<file path="config.mk">
export PLATFORM = sky130hd
export DESIGN_NAME = store_result_monitor_flat
export DESIGN_NICKNAME = d
export VERILOG_FILES = /design/src/rtl/store_result_monitor_if.sv /design/src/rtl/store_result_monitor.sv /design/src/flat_wrapper.sv
export SDC_FILE = /design/constraint.sdc
export NUM_CORES = 1
export LEC_CHECK = 0
export BUFFER_PORTS_ARGS = -buffer_cell sky130_fd_sc_hd__buf_2
export CORE_MARGIN = 10
export CORE_UTILIZATION = 31
export DETAILED_ROUTE_END_ITERATION = 12
export PLACE_DENSITY = 0.76
export SETUP_SLACK_MARGIN = 0.3
export SLEW_MARGIN = 20
export SYNTH_ARGS = -nofsm -noshare
export SYNTH_HDL_FRONTEND = slang
export SYNTH_SLANG_ARGS = --single-unit
</file>
<file path="constraint.sdc">
create_clock -name clk -period 1.9 [get_ports clk]
set_input_delay 0.095 -clock clk [delete_from_list [all_inputs] [get_ports clk]]
set_output_delay 0.095 -clock clk [all_outputs]
set_load 0.01 [all_outputs]
</file>
<file path="src/rtl/store_result_monitor_if.sv">
// ---------------------------------------------------------------------------
// store_result_monitor_if
//
// Purpose : Bundles the CPU data-memory store port so that the pass/fail
//           checker can be attached with a single connection.
//
// Signals : memwrite  [1:0]  store strobe, any nonzero value means a store
//           dataadr   [63:0] store byte address
//           writedata [63:0] store data
//
// Modports: master - the CPU side that drives the store port
//           slave  - the checker side that only observes it
// ---------------------------------------------------------------------------
interface store_result_monitor_if;

    logic [1:0]  memwrite;
    logic [63:0] dataadr;
    logic [63:0] writedata;

    modport master (
        output memwrite,
        output dataadr,
        output writedata
    );

    modport slave (
        input memwrite,
        input dataadr,
        input writedata
    );

endinterface

</file>
<file path="src/rtl/store_result_monitor.sv">
// ---------------------------------------------------------------------------
// store_result_monitor
//
// Purpose : Pass/fail checker that sits on the CPU data-memory store port.
//           Every store is compared against three "test complete"
//           signatures (standard2, power2, loadstore). A cycle watchdog
//           declares failure if no signature arrives within TIMEOUT cycles.
//           The verdict is sticky until reset.
//
// Ports   : clk        system clock, all state changes on the rising edge
//           reset      asynchronous active-high reset
//           store      store port (memwrite, dataadr, writedata), slave side
//           pass       sticky, a signature matched
//           fail       sticky, watchdog expired before any match
//           done       pass | fail
//           pass_id    0 none, 1 standard2, 2 power2, 3 loadstore
//           cycle_cnt  cycles spent in RUN, frozen at the verdict
//           store_cnt  stores seen in RUN, saturating at 255
//
// Optional: define STORE_LOG_EN to add last_adr, last_data and last_we,
//           which hold the most recent store seen while running.
// ---------------------------------------------------------------------------
module store_result_monitor #(
    parameter int          TIMEOUT  = 512,
    parameter int          CNT_W    = 10,
    parameter logic [63:0] ADDR_STD = 64'd84,
    parameter logic [63:0] DATA_STD = 64'd7,
    parameter logic [63:0] ADDR_PWR = 64'd128,
    parameter logic [63:0] DATA_PWR = 64'd7,
    parameter logic [63:0] ADDR_LS  = 64'd80,
    parameter logic [63:0] DATA_LS  = 64'd1
) (
    input  logic                   clk,
    input  logic                   reset,
    store_result_monitor_if.slave  store,
    output logic                   pass,
    output logic                   fail,
    output logic                   done,
    output logic [1:0]             pass_id,
    output logic [CNT_W-1:0]       cycle_cnt,
    output logic [7:0]             store_cnt
`ifdef STORE_LOG_EN
    ,
    output logic [63:0]            last_adr,
    output logic [63:0]            last_data,
    output logic [1:0]             last_we
`endif
);

    typedef enum logic [1:0] {
        RUN  = 2'd0,
        PASS = 2'd1,
        FAIL = 2'd2
    } state_t;

    // The watchdog fires on the edge where the counter already shows its
    // last allowed value, so fail rises after exactly TIMEOUT RUN cycles.
    localparam logic [CNT_W-1:0] LAST_CYCLE = CNT_W'(TIMEOUT - 1);

    state_t           state_q;
    state_t           state_d;
    logic [1:0]       passId_q;
    logic [1:0]       passId_d;
    logic [CNT_W-1:0] cycleCnt_q;
    logic [CNT_W-1:0] cycleCnt_d;
    logic [7:0]       storeCnt_q;
    logic [7:0]       storeCnt_d;

    logic storeValid;
    logic matchStd;
    logic matchPwr;
    logic matchLs;
    logic anyMatch;

    // A store is any nonzero strobe; signatures need exact 64-bit equality
    // on both address and data.
    assign storeValid = |store.memwrite;
    assign matchStd   = storeValid && (store.dataadr == ADDR_STD) && (store.writedata == DATA_STD);
    assign matchPwr   = storeValid && (store.dataadr == ADDR_PWR) && (store.writedata == DATA_PWR);
    assign matchLs    = storeValid && (store.dataadr == ADDR_LS)  && (store.writedata == DATA_LS);
    assign anyMatch   = matchStd || matchPwr || matchLs;

    // State and counter registers; reset returns to RUN with everything
    // cleared without waiting for a clock edge.
    always_ff @(posedge clk or posedge reset) begin
        if (reset) begin
            state_q    <= RUN;
            passId_q   <= 2'd0;
            cycleCnt_q <= '0;
            storeCnt_q <= 8'd0;
        end else begin
            state_q    <= state_d;
            passId_q   <= passId_d;
            cycleCnt_q <= cycleCnt_d;
            storeCnt_q <= storeCnt_d;
        end
    end

    // Next-state logic. A signature match beats the watchdog in the same
    // cycle, and standard2 > power2 > loadstore when several match at once.
    // PASS and FAIL hold every register, which freezes the counters.
    always_comb begin
        state_d    = state_q;
        passId_d   = passId_q;
        cycleCnt_d = cycleCnt_q;
        storeCnt_d = storeCnt_q;
        case (state_q)
            RUN: begin
                if (storeValid && (storeCnt_q != 8'hFF)) begin
                    storeCnt_d = storeCnt_q + 8'd1;
                end
                if (anyMatch) begin
                    state_d = PASS;
                    if (matchStd) begin
                        passId_d = 2'd1;
                    end else if (matchPwr) begin
                        passId_d = 2'd2;
                    end else begin
                        passId_d = 2'd3;
                    end
                end else if (cycleCnt_q == LAST_CYCLE) begin
                    state_d = FAIL;
                end else begin
                    cycleCnt_d = cycleCnt_q + 1'b1;
                end
            end
            default: begin
            end
        endcase
    end

    // Verdict flags come straight from the state register, so they are
    // registered, mutually exclusive and share the same one-cycle latency.
    assign pass      = (state_q == PASS);
    assign fail      = (state_q == FAIL);
    assign done      = pass | fail;
    assign pass_id   = passId_q;
    assign cycle_cnt = cycleCnt_q;
    assign store_cnt = storeCnt_q;

`ifdef STORE_LOG_EN
    logic [63:0] lastAdr_q;
    logic [63:0] lastData_q;
    logic [1:0]  lastWe_q;

    // Capture only while running so that after a timeout the log shows the
    // final store made before the verdict.
    always_ff @(posedge clk or posedge reset) begin
        if (reset) begin
            lastAdr_q  <= 64'd0;
            lastData_q <= 64'd0;
            lastWe_q   <= 2'd0;
        end else if ((state_q == RUN) && storeValid) begin
            lastAdr_q  <= store.dataadr;
            lastData_q <= store.writedata;
            lastWe_q   <= store.memwrite;
        end
    end

    assign last_adr  = lastAdr_q;
    assign last_data = lastData_q;
    assign last_we   = lastWe_q;
`endif

endmodule

</file>
<file path="src/flat_wrapper.sv">
// flat-port wrapper written by rule: the top's interface ports become plain ports
module store_result_monitor_flat 
#(
    parameter int          TIMEOUT  = 512,
    parameter int          CNT_W    = 10,
    parameter logic [63:0] ADDR_STD = 64'd84,
    parameter logic [63:0] DATA_STD = 64'd7,
    parameter logic [63:0] ADDR_PWR = 64'd128,
    parameter logic [63:0] DATA_PWR = 64'd7,
    parameter logic [63:0] ADDR_LS  = 64'd80,
    parameter logic [63:0] DATA_LS  = 64'd1
)
  (clk, reset, pass, fail, done, pass_id, cycle_cnt, store_cnt, store_memwrite, store_dataadr, store_writedata);
  store_result_monitor_if store_i ();
  input  logic clk;
  input  logic reset;
  output logic pass;
  output logic fail;
  output logic done;
  output logic [1:0] pass_id;
  output logic [CNT_W-1:0] cycle_cnt;
  output logic [7:0] store_cnt;
  input wire logic [$bits(store_i.memwrite)-1:0] store_memwrite;
  input wire logic [$bits(store_i.dataadr)-1:0] store_dataadr;
  input wire logic [$bits(store_i.writedata)-1:0] store_writedata;
  assign store_i.memwrite = store_memwrite;
  assign store_i.dataadr = store_dataadr;
  assign store_i.writedata = store_writedata;
  store_result_monitor #(.TIMEOUT(TIMEOUT), .CNT_W(CNT_W), .ADDR_STD(ADDR_STD), .DATA_STD(DATA_STD), .ADDR_PWR(ADDR_PWR), .DATA_PWR(DATA_PWR), .ADDR_LS(ADDR_LS), .DATA_LS(DATA_LS)) u_core (.clk(clk), .reset(reset), .store(store_i), .pass(pass), .fail(fail), .done(done), .pass_id(pass_id), .cycle_cnt(cycle_cnt), .store_cnt(store_cnt));
endmodule
</file>
==> results.py <==
metrics = {
    "sta": {
        "skew_ps": 2.933,
        "max_freq_mhz": 568.5,
        "period_needed_ps": 1759,
        "slew_violations": 0,
        "setup-violations-final": 0,
        "hold_violations": 0,
        "holdWs_ps": 186.4,
        "worstMarginPinSlew_ps": 558.7,
        "finalCritPeriodShare": 0.9257,
        "setup-tns-final_ps": 0,
        "relSlewSlack": 0.6271,
        "rsz0062_at_grt": "true",
    },
    "job": {
        "cap_violations": 0,
    },
    "synthesis": {
        "synth_top_family_by_area": "simple AND/OR/NAND/NOR gates",
        "ys.flop_type": "dfrtp_1",
        "synth_seq_cells": 22,
        "synthCells": 144,
        "synth_mux_area_frac": 0.04159,
        "syn_nets": 281,
        "synth_xor_area_frac": 0.09099,
        "synth_warnings": 0,
        "ys_async_sr_fraction": 1.000,
        "synthTopCellsByCount": "nor4_1 (23), dfrtp_1 (22), nand4_1 (17)",
        "synth-compound-area-share": 0.03726,
        "synthSimpleGateAreaFrac": 0.3873,
        "yosysSeqAreaShare": 0.3813,
        "post-synth-top-count-cell": "nor4_1",
        "synth.distinct_cells": 32,
        "synthTopCellsByArea": "dfrtp_1 (38%), nor4_1 (10%), xnor2_1 (7.9%)",
        "syn-mean-instance-area_um2": 10.03,
        "synth_edf_count": 0,
        "yosys.area_share.adder": 0.04333,
        "synth_area_leader_cell": "dfrtp_1",
        "synth_top_area_share": 0.3813,
        "syn_area_mm2": 0.001444,
    },
    "grt": {
        "grt_max_degree": 16,
        "grt_overflow": 0,
        "grt_pass1_vias": 2136,
        "grt_pass1_wl_um": 9839,
        "antenna_found_initial": 0,
        "gr-usage-all-layers": 0.1580,
    },
    "place": {
        "io_buffers": 154,
        "place.gp.congestion": 0.7708,
        "hpwlAfterDp_um": 5552,
        "dpl-instance-area_mm2": 0.002422,
        "placedCellCount": 356,
    },
    "cells_and_area": {
        "fillerInstances": 392,
        "layoutNonFillerInstCount": 372,
        "fin_area_mm2": 0.002678,
        "area_growth_pct": 85.44,
        "layout-drive-gt1-share": 0.6688,
        "fin_util": 0.6025,
        "num-nets-final": 458,
        "antenna_cells": 0,
    },
    "clocking": {
        "cts_buffers": 3,
        "insertion_delay_ps": 260,
        "clk_pin_slew_ps": 80,
        "cts_tree": "yes",
        "htreeDepth": 1,
        "cts-root-buf": "clkbuf_8",
        "cts.sinks": 22,
        "cts_buffer_depth": 2,
    },
    "routing": {
        "drc": 0,
        "dr.pass1.iters": 4,
        "dr.first_iter.drc_count": 48,
        "vias": 1886,
        "wl_um": 6404,
        "final_antenna_net_count": 0,
        "avgRoutedWirePerCell_um": 17.22,
        "avgViaCountPerCell": 5.070,
    },
    "critical_path": {
        "startpoint_type": "flip-flop",
        "crit_type": "flip-flop to flip-flop",
        "critPathMaxFanout": 3,
        "required_ps": 2050,
        "reg2regPathDepth": 6,
        "arrival_ps": 1910,
        "endpoint_kind": "flip-flop",
    },
    "floorplan": {
        "pin_count": 155,
        "start_util": 0.3249,
        "core_mm2": 0.004444,
        "die_area_mm2": 0.007787,
        "core.rowCount": 24,
        "die_height_um": 88.25,
        "fp.dieW_um": 88.25,
    },
    "power_and_ir_drop": {
        "ir_drop_v": 0.0002628,
        "p_leak_nw": 1.389,
        "powerDensity_mw_per_mm2": 370.4,
    },
    "outcome": {
        "status": "finished clean",
    },
    "hold_path": {
        "hold_class": "primary input to flip-flop",
        "min_path_cells": 3,
    },
}
==> metal layers <==
metal  up-vias  track usage  wire (um)
li1        924            -          -
met1       867       0.1519       2188
met2        87       0.3007       3448
met3         8      0.07169        694
met4         0      0.03524         72
met5         -            0          0
==> worst max-delay path: stages, from the launching register on <==
cell     delay, ps
dfrtp_1        380
ha_2           190
and3_4         210
nand2_4         50
or3_4          340
and3_4         190
mux2_4         300
==> sequential cells by signal, summed over array words and instances, names as in the netlist <==
name / cells
u_core.pass_id: 2
u_core.store_cnt: 8
u_core.state_q: 2
u_core.cycle_cnt: 10
==> logic make-up after synthesis <==
group | count (synthesis)
fa+ha+maj | 5
mux | 5
compound gates | 8
flops | 22
buf+inv | 7
xor+xnor | 15
simple gates | 82
==> placed cells by master, fill, tap and decap left out, types with 2 or more instances in the layout <==
cell type,synthesis,layout
xnor2_1,13,12
and3_4,1,5
clkbuf_8,0,4
a21oi_1,2,2
nor4_2,6,9
inv_1,5,4
nor3_1,5,5
dfrtp_2,0,2
nor4_1,23,16
ha_1,5,3
and3_1,7,3
mux2_4,1,4
buf_6,0,6
dfrtp_1,22,20
nand2_1,12,10
nand4_1,17,17
buf_2,0,152
xor2_1,2,2
nor2_1,2,2
nor4_4,1,5
buf_4,0,15
==> cell type report <==
class                           instances  area, um2  area share
Sequential cell                        22      553.0      0.2065
Inverter                                5      18.77    0.007009
Timing Repair Buffer                  174      950.9      0.3551
Multi-Input combinational cell        115       1035      0.3864
Tap cell                               52      65.06     0.02430
Clock buffer                            4      55.05     0.02056
==> repair_timing <==
item	in CTS	in global routing
buffers inserted	7	4
endpoints found under the setup margin	13	20
gates cloned	0	0
pin swaps	2	19
resized for setup	7	16
endpoints found under the hold margin	14	0
hold buffers	1	0
==> stage by stage <==
step	setup WS, ps	power (mW)
2_1_floorplan	11.80	0.5046
3_3_place_gp	60.74	0.6534
3_5_place_dp	19.42	0.6598
4_1_cts	158.2	0.9986
5_1_grt	101.3	1.046
6_report	141.1	0.9918
==> path summary, 6_finish.rpt <==
path,from,end,slack (ps)
max in group asynchronous,reset,u_core.store_cnt[2],940
worst min-delay path,store_writedata[1],u_core.pass_id[0],190
worst min register to register,u_core.cycle_cnt[8],u_core.cycle_cnt[8],510
min in group asynchronous,reset,u_core.state_q[1],420
worst max register to register,u_core.cycle_cnt[1],u_core.cycle_cnt[1],140
worst max-delay path,u_core.cycle_cnt[1],u_core.cycle_cnt[1],140
==> power breakdown <==
part | total, mW | leakage (nW) | internal [mW] | switching (mW)
registers | 0.468 | 0.299 | 0.468 | 0
logic | 0.191 | 1.06 | 0.116 | 0.0752
clock network | 0.333 | 0.0288 | 0.185 | 0.149
total | 0.992 | 1.39 | 0.768 | 0.224
No activity file was read; power rests on OpenSTA's default activity.
